File: config.mk
export PLATFORM = sky130hd
export DESIGN_NAME = bin_frame_sequencer
export DESIGN_NICKNAME = d
export VERILOG_FILES = /design/src/rtl/bin_frame_sequencer.sv
export SDC_FILE = /design/constraint.sdc
export NUM_CORES = 1
export LEC_CHECK = 0
export ABC_AREA = 0
export CORE_UTILIZATION = 60
export CTS_BUF_LIST = sky130_fd_sc_hd__clkbuf_2 sky130_fd_sc_hd__clkbuf_4 sky130_fd_sc_hd__clkbuf_8
export CTS_CLUSTER_DIAMETER = 30
export DETAILED_ROUTE_END_ITERATION = 12
export GPL_TIMING_DRIVEN = 0
export PLACE_DENSITY = 0.83
export SLEW_MARGIN = 20
export SYNTH_ARGS = -nofsm -noshare
export SYNTH_HDL_FRONTEND = slang
export SYNTH_SLANG_ARGS = --single-unit
File: constraint.sdc
create_clock -name clk -period 24 [get_ports clk]
set_clock_uncertainty 0.1 [all_clocks]
set_input_delay 6 -clock clk [delete_from_list [all_inputs] [get_ports clk]]
set_output_delay 6 -clock clk [all_outputs]
set_load 0.005 [all_outputs]
File: src/rtl/bin_frame_sequencer.sv
// FFT output sequencer: tags samples with bin/frame, keeps bins 0..KEEP_BINS-1,
// and forwards them through a small first-word-fall-through FIFO.
module bin_frame_sequencer #(
  parameter int DATA_W     = 14,
  parameter int FFT_N      = 1024,
  parameter int KEEP_BINS  = 513,
  parameter int NUM_FRAMES = 89,
  parameter int FIFO_DEPTH = 8,
  localparam int BW = $clog2(FFT_N),
  localparam int FW = (NUM_FRAMES > 1) ? $clog2(NUM_FRAMES) : 1
) (
  input  logic              clk,
  input  logic              rst,
  input  logic              start,
  input  logic              di_en,
  input  logic [DATA_W-1:0] di_re,
  input  logic [DATA_W-1:0] di_im,
  output logic              do_valid,
  input  logic              do_ready,
  output logic [DATA_W-1:0] do_re,
  output logic [DATA_W-1:0] do_im,
  output logic [BW-1:0]     do_bin,
  output logic [FW-1:0]     do_frame,
  output logic              frame_done,
  output logic              busy,
  output logic              done,
  output logic              overflow
);

  localparam int AW = $clog2(FIFO_DEPTH);
  localparam int EW = 2 * DATA_W + BW + FW;

  localparam logic [1:0] S_IDLE  = 2'd0;
  localparam logic [1:0] S_RUN   = 2'd1;
  localparam logic [1:0] S_DRAIN = 2'd2;
  localparam logic [1:0] S_DONE  = 2'd3;

  localparam logic [BW:0]   KEEP_L     = (BW+1)'(KEEP_BINS);
  localparam logic [BW-1:0] LAST_BIN   = BW'(FFT_N - 1);
  localparam logic [FW-1:0] LAST_FRAME = FW'(NUM_FRAMES - 1);
  localparam logic [AW:0]   FULL_CNT   = (AW+1)'(FIFO_DEPTH);
  localparam logic [AW:0]   ONE_CNT    = (AW+1)'(1);

  logic [1:0]    state;
  logic [BW-1:0] bin_cnt;
  logic [FW-1:0] frame_cnt;
  logic          frame_done_q;
  logic          overflow_q;

  logic [EW-1:0] mem [FIFO_DEPTH];
  logic [AW-1:0] wr_ptr;
  logic [AW-1:0] rd_ptr;
  logic [AW-1:0] head_ptr;
  logic [AW:0]   count;

  logic run;
  logic empty;
  logic full;
  logic push_req;
  logic pop;
  logic wr_en;
  logic drop;
  logic wrap;

  assign run      = (state == S_RUN);
  assign empty    = (count == '0);
  assign full     = (count == FULL_CNT);
  assign push_req = run && di_en && ({1'b0, bin_cnt} < KEEP_L);
  assign pop      = !empty && do_ready;
  assign wr_en    = push_req && (!full || pop);
  assign drop     = push_req && full && !pop;
  assign wrap     = run && di_en && (bin_cnt == LAST_BIN);

  // When empty the slot behind rd_ptr still holds the last popped entry,
  // so the outputs keep showing it without a separate holding register.
  assign head_ptr = empty ? rd_ptr - AW'(1) : rd_ptr;

  assign do_valid = !empty;
  assign {do_re, do_im, do_bin, do_frame} = mem[head_ptr];

  assign frame_done = frame_done_q;
  assign overflow   = overflow_q;
  assign busy       = (state == S_RUN) || (state == S_DRAIN);
  assign done       = (state == S_DONE);

  // FIFO storage, pointers and occupancy
  always_ff @(posedge clk or posedge rst) begin
    if (rst) begin
      wr_ptr <= '0;
      rd_ptr <= '0;
      count  <= '0;
      for (int i = 0; i < FIFO_DEPTH; i++) begin
        mem[i] <= '0;
      end
    end else begin
      if (wr_en) begin
        mem[wr_ptr] <= {di_re, di_im, bin_cnt, frame_cnt};
        wr_ptr      <= wr_ptr + AW'(1);
      end
      if (pop) begin
        rd_ptr <= rd_ptr + AW'(1);
      end
      case ({wr_en, pop})
        2'b10:   count <= count + ONE_CNT;
        2'b01:   count <= count - ONE_CNT;
        default: count <= count;
      endcase
    end
  end

  // Run control: bin/frame counters, frame pulse, sticky overflow
  always_ff @(posedge clk or posedge rst) begin
    if (rst) begin
      state        <= S_IDLE;
      bin_cnt      <= '0;
      frame_cnt    <= '0;
      frame_done_q <= 1'b0;
      overflow_q   <= 1'b0;
    end else begin
      frame_done_q <= wrap;
      if (drop) begin
        overflow_q <= 1'b1;
      end
      case (state)
        S_IDLE, S_DONE: begin
          if (start) begin
            state      <= S_RUN;
            bin_cnt    <= '0;
            frame_cnt  <= '0;
            overflow_q <= 1'b0;
          end
        end
        S_RUN: begin
          if (di_en) begin
            if (bin_cnt == LAST_BIN) begin
              bin_cnt <= '0;
              if (frame_cnt == LAST_FRAME) begin
                state <= S_DRAIN;
              end else begin
                frame_cnt <= frame_cnt + FW'(1);
              end
            end else begin
              bin_cnt <= bin_cnt + BW'(1);
            end
          end
        end
        S_DRAIN: begin
          if (empty || (count == ONE_CNT && pop)) begin
            state <= S_DONE;
          end
        end
        default: state <= S_IDLE;
      endcase
    end
  end

endmodule

==> impl_metrics.ini <==
[power_and_ir_drop]
combPwrFrac_pct = 39.6
p_leak_nw = 10.3
power_frac_seq_pct = 32.9
clockPowerShare_pct = 27.5
powerDensity_nw_per_um2 = 137
internal-power_w = 0.00206
p_sw_w = 0.000951
ir_drop_uv = 108
p_sw_share_pct = 31.6

[clocking]
clk_latency_ps = 610
postCtsHoldBufs = 0
htree_levels = 3
root_buffer = clkbuf_8
cts_setup_buffers = 0
cts_resized = 0
clock_sinks = 391
cts_buffers = 83
clkTransAtPathRegs_ps = 50
cts_max_path_buffers = 3
cts_tree = done

[worst_setup_path]
rrSetupSlack_ps = 20290
crit_path_start_kind = flip-flop
cp.required_ps = 17900
crit_type = reg2out
crit_fanout = 10
reg2regPathDepth = 8
r2r-start = bin_cnt[0]
crit_end = do_bin[8]
startpoint = count[0]
worst_ep_arrival_time_ps = 4270
reg2reg_to = mem[2]
cp-end-kind = output pin

[route]
drt_first_pass_iters = 5
drt-total-wl_um = 39500
drc = 0
top_layer = met5
via_per_inst = 5.91
via_count = 11100
wl_met3_um = 1760
drtAntennaViolNets = 0
met1_length_um = 17500
wl_per_cell_um = 21.0
routed-wl-met2_um = 19300
drt-initial-drc-count = 528

[logic_synthesis]
async_reset_ff_share_pct = 100
synth_area_um2 = 18600
synth_edf_count = 0
yosysSeqAreaShare_pct = 52.7
synth-seq-cells = 391
avgSynthCellArea_um2 = 14.9
ys_warn_count = 0
syn_inst = 1243
synth_nets = 1290
yosys_most_used_dff = dfrtp_1
synth.distinct_cells = 52

[global_routing]
grt_pass1_vias = 11900
grt_pass1_wl_um = 64700
overflow = 0
antenna_found_initial = 1
grt_start_max_net_pins = 112
gr-usage-all-layers_pct = 26.7

[sta]
tightest_slew_ps = 875
relSlewSlack_pct = 41.7
fmax_mhz = 96.4
hold_ws_ps = 379
period_share_pct = 43.2
rsz0062_at_grt = false
setup_viol = 0
fin_crit_ps = 10370
slew_violations = 0
hold_violations = 0
fin_setup_tns_ps = 0

[layout]
antennaDiodeCount = 0
final_nets = 1460
fillers = 1897
final_core_util_pct = 72.1
drive_gt1_share_pct = 28.5
syn_to_final_growth_pct = 18.5

[placed_design]
dp_hpwl_um = 25600
gp_congestion = 0.844
port_buffers = 82

[min_path]
hold_class = reg2reg
min_from = mem[108]
whs_path_depth = 1

[run_status]
outcome = complete, no violations

[die]
fp.dieW_um = 178
io_pins = 83
rows = 64
die_y_um = 178
die_area_um2 = 31700
core_um2 = 30500
start_util_pct = 60.9

[run]
drv_cap = 0
==> worst min path at each step <==
stage / end
after floorplan: mem[100]
after global placement: mem[183]
after detailed placement: mem[116]
after CTS: mem[116]
after global routing: mem[37]
final: mem[108]
==> sequential cells by signal (all words and copies together), names as in the netlist <==
signal,cells
bin_cnt,10
wr_ptr,3
count,4
mem,360
frame_done,1
overflow,1
state,2
rd_ptr,3
frame_cnt,7
==> Yosys cell counts, types with 3 or more instances <==
cell / count / area [um2]
a31oi_1: 5 / 31.3
dfrtp_1: 391 / 9780
ha_1: 14 / 175
nor4_1: 3 / 18.8
nor3b_1: 3 / 22.5
nor2_1: 10 / 37.5
a41oi_1: 4 / 35.0
nor3_1: 3 / 15.0
nand4_1: 6 / 37.5
xnor2_1: 8 / 70.1
nand4_4: 5 / 106
or4_1: 4 / 30.0
buf_4: 5 / 37.5
buf_2: 41 / 205
mux2_1: 382 / 4300
mux4_2: 45 / 1010
inv_1: 18 / 67.6
or3_1: 6 / 37.5
o21ai_0: 13 / 65.1
a21oi_1: 12 / 60.1
nand2_1: 14 / 52.6
nand3_1: 10 / 50.1
mux2_2: 159 / 1790
clkbuf_1: 40 / 150
nand2b_1: 4 / 25.0
==> cell usage in the layout, fill, tap and decap left out, types with 3 or more instances in the layout <==
cell / netlist / routed
clkbuf_1: 40 / 40
mux2_2: 159 / 159
a21oi_1: 12 / 12
nand4_4: 5 / 5
buf_16: 0 / 3
clkinv_2: 0 / 10
nand4_1: 6 / 6
buf_2: 41 / 41
nor4_1: 3 / 3
clkinvlp_4: 0 / 10
a41oi_1: 4 / 4
mux4_2: 45 / 45
or3_1: 6 / 6
nand2_1: 14 / 14
clkbuf_4: 0 / 14
mux2_1: 382 / 382
nand3_1: 10 / 10
nand2b_1: 4 / 4
inv_1: 18 / 17
nor3b_1: 3 / 3
a31oi_1: 5 / 5
nor3_1: 3 / 3
xnor2_1: 8 / 7
clkdlybuf4s50_1: 0 / 82
bufinv_16: 0 / 9
nor2_1: 10 / 10
buf_4: 5 / 5
dfrtp_1: 391 / 391
clkbuf_8: 0 / 105
o21ai_0: 13 / 13
ha_1: 14 / 14
inv_8: 0 / 4
or4_1: 4 / 4
==> per-stage QoR <==
step	power [W]	area [um2]	std cells	setup slack, ps
detailed placement	0.00219	20000	1724	14320
global placement	0.00215	19900	1721	2880
finish	0.00301	22000	1879	13630
CTS	0.00304	22000	1879	13610
floorplan	0.00177	18600	1243	7030
global route	0.00318	22000	1879	13450
==> critical path, cell delays in order, from the launching register on <==
cell,delay [ps]
dfrtp_1,450
inv_1,70
ha_1,250
nor3b_4,190
xnor2_2,540
buf_2,410
buf_2,380
mux2_1,380
mux4_2,530
clkdlybuf4s50_1,470
==> cell families (layout without fill, tap and decap cells) <==
kind of cell    after synthesis  count (layout)  share of synthesized area [%]
xor+xnor                     11              11                          0.559
buf+inv                     104             344                           2.48
compound gates               51              51                           1.75
simple gates                 84              84                           3.19
flops                       391             391                           52.7
fa+ha+maj                    14              14                          0.944
mux                         588             588                           38.4
==> final cells by class <==
type                            count  area [um2]  area share (%)
Multi-Input combinational cell    748        8330            37.9
Buffer                             86         393            1.79
Sequential cell                   391        9780            44.5
Timing Repair Buffer               85         903            4.11
Tap cell                          396         495            2.25
Clock inverter                     36         464            2.11
Clock buffer                      119        1550            7.05
Inverter                           18        75.1           0.341
==> power by group through the flow <==
stage	clock, W	combinational [W]	sequential [W]
detailed placement	0	0.00119	0.00100
floorplan	0	0.000804	0.000965
global route	0.000874	0.00128	0.00102
finish	0.000828	0.00119	0.000993
CTS	0.000841	0.00120	0.000992
global placement	0	0.00117	0.000984
==> routing by layer <==
metal	global-route usage, %	vias to the layer above
met2	43.0	266
met4	9.29	2
li1	-	4955
met3	5.14	79
met1	36.3	5803
met5	0	-
(Power assumes the default switching activity.)
